==> src/rtl/sp_ram_arbiter.sv <==
// Round-robin arbiter sharing one single-port RAM among NREQ requesters,
// with optional grant locking and a one-cycle registered read-valid return.
module sp_ram_arbiter #(
   parameter int DW    = 8,
   parameter int WORDS = 4,
   parameter int NREQ  = 3,
   parameter int AW    = ($clog2(WORDS) < 1) ? 1 : $clog2(WORDS)
) (
   input  logic                 clk,
   input  logic                 rst_n,
   input  logic [NREQ-1:0]      req,
   input  logic [NREQ-1:0]      lock,
   input  logic [NREQ-1:0]      we,
   input  logic [NREQ*AW-1:0]   addr,
   input  logic [NREQ*DW-1:0]   wdata,
   output logic [NREQ-1:0]      gnt,
   output logic [NREQ-1:0]      rvalid,
   output logic [DW-1:0]        rdata,
   output logic                 ram_en,
   output logic                 ram_we,
   output logic [AW-1:0]        ram_addr,
   output logic [DW-1:0]        ram_din,
   input  logic [DW-1:0]        ram_qout
);

   localparam int PW = (NREQ > 1) ? $clog2(NREQ) : 1;

   typedef enum logic {IDLE, LOCKED} state_t;

   state_t          state_q, state_d;
   logic [PW-1:0]   owner_q, owner_d;
   logic [PW-1:0]   ptr_q, ptr_d;
   logic [NREQ-1:0] rvalid_q, rvalid_d;

   logic [NREQ-1:0] grantVec;
   logic [PW-1:0]   grantIdx;
   logic            anyGnt;
   logic [NREQ-1:0] lockEff;
   int              rrIdx;

   // A single requester can never be starved, so locking is meaningless there.
   assign lockEff = (NREQ > 1) ? lock : '0;

   function automatic logic [PW-1:0] nextIdx(input logic [PW-1:0] i);
      return (i == PW'(NREQ - 1)) ? '0 : i + 1'b1;
   endfunction

   always_comb begin
      grantVec = '0;
      grantIdx = '0;
      anyGnt   = 1'b0;
      rrIdx    = 0;
      if (rst_n) begin
         if (state_q == LOCKED) begin
            grantIdx          = owner_q;
            anyGnt            = req[owner_q];
            grantVec[owner_q] = req[owner_q];
         end else begin
            for (int k = 0; k < NREQ; k++) begin
               rrIdx = int'(ptr_q) + k;
               if (rrIdx >= NREQ) rrIdx = rrIdx - NREQ;
               if (!anyGnt && req[rrIdx]) begin
                  anyGnt          = 1'b1;
                  grantIdx        = PW'(rrIdx);
                  grantVec[rrIdx] = 1'b1;
               end
            end
         end
      end
   end

   assign gnt      = grantVec;
   assign ram_en   = anyGnt;
   assign ram_we   = anyGnt & we[grantIdx];
   assign ram_addr = anyGnt ? addr[grantIdx*AW +: AW] : '0;
   assign ram_din  = anyGnt ? wdata[grantIdx*DW +: DW] : '0;
   assign rvalid   = rvalid_q;
   assign rdata    = (|rvalid_q) ? ram_qout : '0;

   // Pointer only advances when a grant is released, so a locked owner keeps its place.
   always_comb begin
      state_d  = state_q;
      owner_d  = owner_q;
      ptr_d    = ptr_q;
      rvalid_d = grantVec & ~we;
      if (state_q == LOCKED) begin
         if (!(req[owner_q] && lockEff[owner_q])) begin
            state_d = IDLE;
            ptr_d   = nextIdx(owner_q);
         end
      end else if (anyGnt) begin
         if (lockEff[grantIdx]) begin
            state_d = LOCKED;
            owner_d = grantIdx;
         end else begin
            ptr_d = nextIdx(grantIdx);
         end
      end
   end

   always_ff @(posedge clk or negedge rst_n) begin
      if (!rst_n) begin
         state_q  <= IDLE;
         owner_q  <= '0;
         ptr_q    <= '0;
         rvalid_q <= '0;
      end else begin
         state_q  <= state_d;
         owner_q  <= owner_d;
         ptr_q    <= ptr_d;
         rvalid_q <= rvalid_d;
      end
   end

endmodule

==> config.mk <==
export PLATFORM = sky130hd
export DESIGN_NAME = sp_ram_arbiter
export DESIGN_NICKNAME = d
export VERILOG_FILES = /design/src/rtl/sp_ram_arbiter.sv
export SDC_FILE = /design/constraint.sdc
export NUM_CORES = 1
export LEC_CHECK = 0
export CORE_MARGIN = 2
export CORE_UTILIZATION = 45
export CTS_CLUSTER_DIAMETER = 150
export DETAILED_ROUTE_END_ITERATION = 10
export DONT_BUFFER_PORTS = 1
export PLACE_DENSITY = 0.56
export SLEW_MARGIN = 20
export SYNTH_ARGS = -nofsm -noshare
export SYNTH_HDL_FRONTEND = slang
export SYNTH_SLANG_ARGS = --single-unit
==> constraint.sdc <==
create_clock -name clk -period 3.1 [get_ports clk]
set_input_delay 0.62 -clock clk [delete_from_list [all_inputs] [get_ports clk]]
set_output_delay 0.62 -clock clk [all_outputs]
set_load 0.01 [all_outputs]
==> summary.txt <==
Drt
  – Final wirelength: approximately 3.3 mm
  – Iter 0 DRT Violations: 38
  – Vias: roughly 1300
  – Antenna violation net count after detailed routing: 0
  – Pre-antenna DRT Iters: 4
  – Routed len/inst: between 15 and 20 microns
  – DRC Markers: 0
  – Via-to-Cell Ratio: about 6

Synthesis
  – Synthesized Nets: 231
  – Synth top area cells: dfrtp_1, mux2i_1, nor2_1, nor2b_1, a21oi_1
  – Post-synth EDFFs: 0
  – Async S/R FF share, synth: 1.00
  – Register area share after synthesis: 0.161
  – Cell Area, Synth: between 1000 and 1500 sq um
  – Post-synth cell types: 47
  – Primary FF master, synth: dfrtp_1
  – Seq cells post-synth: 8
  – Synthesized instance count: about 180
  – Cell type with the largest total area after synthesis: dfrtp_1
  – Avg Cell Area, Syn: between 6 and 7 sq um
  – Post-synth top area share: 0.161
  – Ys Warns: 0

Finish
  – Leading cell type in the layout, fill and taps excluded: nor2_1
  – Share of cells above drive strength 1: 0.193
  – Finished Cell Area: about 1400 sq um
  – Finished Layout Cells: 207
  – Layout fillers: 258
  – Area grow syn2layout: 13.5%
  – Commonest non-fill, non-tap cells in the layout: nor2_1, nor2b_1, a21oi_1
  – Nets@finish: ~230
  – Final Util: 0.526
  – Antenna Diode Count: 0

Clock network
  – CTS clk-pin slew, worst paths: around 0.050 ns
  – CTS tree: yes
  – Clock Sinks: 8
  – Clock buffer count from CTS: 3
  – Root buffer cell: clkbuf_4
  – Worst-Skew Late Latency: 0.25 ns
  – Clock Tree Buf Depth: 2
  – CTS HTree Levels: 1
  – Cts hold-fix bufs: 0

Floorplan
  – Total Die Area: around 3200 sq um
  – Core ar.: roughly 2700 sq um
  – # IOs: 75
  – Die H: roughly 57 microns
  – Num rows: 19
  – Starting Density: 0.463
  – DIE WIDTH: approximately 57 microns

Timing
  – Slew @ Worst Pin: around 0.71 ns
  – Pins over their slew limit: 0
  – Final hold violation count: 0
  – Setup Viol. Count Final: 0
  – Final clock skew: 0.00212 ns
  – Final Critical Period: roughly 3.0 ns
  – Setup TNS: 0 ns
  – Period utilization: 0.962
  – Fmax achieved: between 0.3 and 0.4 GHz
  – Relative slew slack: 0.526

Worst setup path
  – CP endpoint kind: output port
  – Startpoint types: flop
  – Worst EP arrival: 2.36 ns
  – Worst Path Max Fanout: 6
  – CP required: 2.48 ns
  – Crit Path Class: flop to output port

Placement
  – PortBufs: 0
  – DP HPWL: ~2.5 mm
  – Placed Area: about 1300 sq um
  – Final GP Congestion: just under 0.9
  – Inst Count DP: 199

Global routing
  – Initial antenna violation count: 0
  – First-pass GRT wire length: roughly 5.1 mm
  – Gr usage total: 0.197
  – GRT overflow: 0
  – Largest net degree at the start of global routing: 18
  – Vias in the first global route: 1239

Power and ir drop
  – Pleak: 0.550 nW
  – PD cells: a little under 800 nW/um^2
  – Max rail drop VDD: 0.478 mV

Worst hold path
  – Hold WC Path Type: input pin to async pin

Outcome
  – Status: completed

Job
  – Max-cap violations: 0
timing repair:
action                                  CTS  global route
pin swaps                                 0             2
hold endpoints to repair                  0             0
endpoints found under the setup margin   12            12
resized for setup                         3            15
setup buffers                             0             4
cloned                                    0             1
cell families (layout without fill, tap and decap cells):
kind of cell	count (synthesis)	count (layout)	synth area share
simple gates	76	76	0.305
compound gates	52	52	0.286
buf+inv	22	20	0.0794
mux	16	16	0.129
flops	8	8	0.161
fa+ha+maj	4	4	0.0402
state kept, by name, indices dropped and copies added, names as in the netlist:
name and flops:
rvalid 3, state_q 1, owner_q 2, ptr_q 2
synthesized netlist by cell type (2+ instances only):
cell type,count
a21oi_1,19
nand3_1,3
nor2b_1,18
a22oi_1,2
nor2_1,34
o21a_1,2
buf_2,4
nand2_1,8
o21ai_0,9
a32oi_1,2
inv_2,2
clkbuf_1,9
ha_1,4
inv_1,5
mux2i_1,16
o22ai_1,2
dfrtp_1,8
a31oi_1,2
final timing paths:
check / start / to / slack (ns) / cells after the start
hold reg to reg: ptr_q[0] / ptr_q[0] / 0.62 / 2
hold / removal: rst_n / ptr_q[1] / 0.07 / 0
min in group clk: we[2] / rvalid[2] / 0.43 / 1
max in group asynchronous: rst_n / ptr_q[0] / 2.96 / 0
setup reg to reg: ptr_q[0] / ptr_q[1] / 0.48 / 11
setup / recovery: ptr_q[0] / ram_we / 0.12 / 10
layout make-up:
type / instances / area [sq um] / share of cell area
Multi-Input combinational cell: 148 / 1020 / 0.724
Sequential cell: 8 / 200 / 0.142
Timing Repair Buffer: 10 / 103 / 0.0726
Tap cell: 31 / 38.8 / 0.0275
Inverter: 7 / 26.3 / 0.0186
Clock buffer: 3 / 22.5 / 0.0159
worst max-delay path, stage by stage, from the launching register on:
cell       delay, ns
dfrtp_1         0.38
inv_2           0.07
ha_4            0.30
nor2b_4         0.18
a21oi_2         0.08
a211oi_4        0.40
clkbuf_16       0.23
mux2i_1         0.19
nor2_1          0.05
a21oi_1         0.14
nor2_2          0.07
metrics by stage:
step           total power, mW  hold WS, ns  setup WS (ns)
2_1_floorplan            0.774        0.324          0.286
3_3_place_gp             0.875        0.325          0.245
3_5_place_dp             0.893        0.325          0.155
4_1_cts                  0.995       0.0563         0.0752
5_1_grt                   1.19       0.0398        -0.0198
6_report                  1.10       0.0661          0.117
metal layers:
layer | up-vias | share of wire | GRT usage
met4 | 0 | 0.0057 | 0.0544
met5 | - | 0 | 0
met1 | 590 | 0.41 | 0.230
li1 | 626 | - | -
met3 | 2 | 0.050 | 0.0346
met2 | 54 | 0.53 | 0.362
power by group:
group,total (mW),switching [mW],internal [mW]
Clock,0.0749,0.0309,0.0440
Sequential,0.201,0.0670,0.134
Combinational,0.821,0.468,0.353
Total,1.10,0.566,0.531
Power figures use the tool's default switching activity.
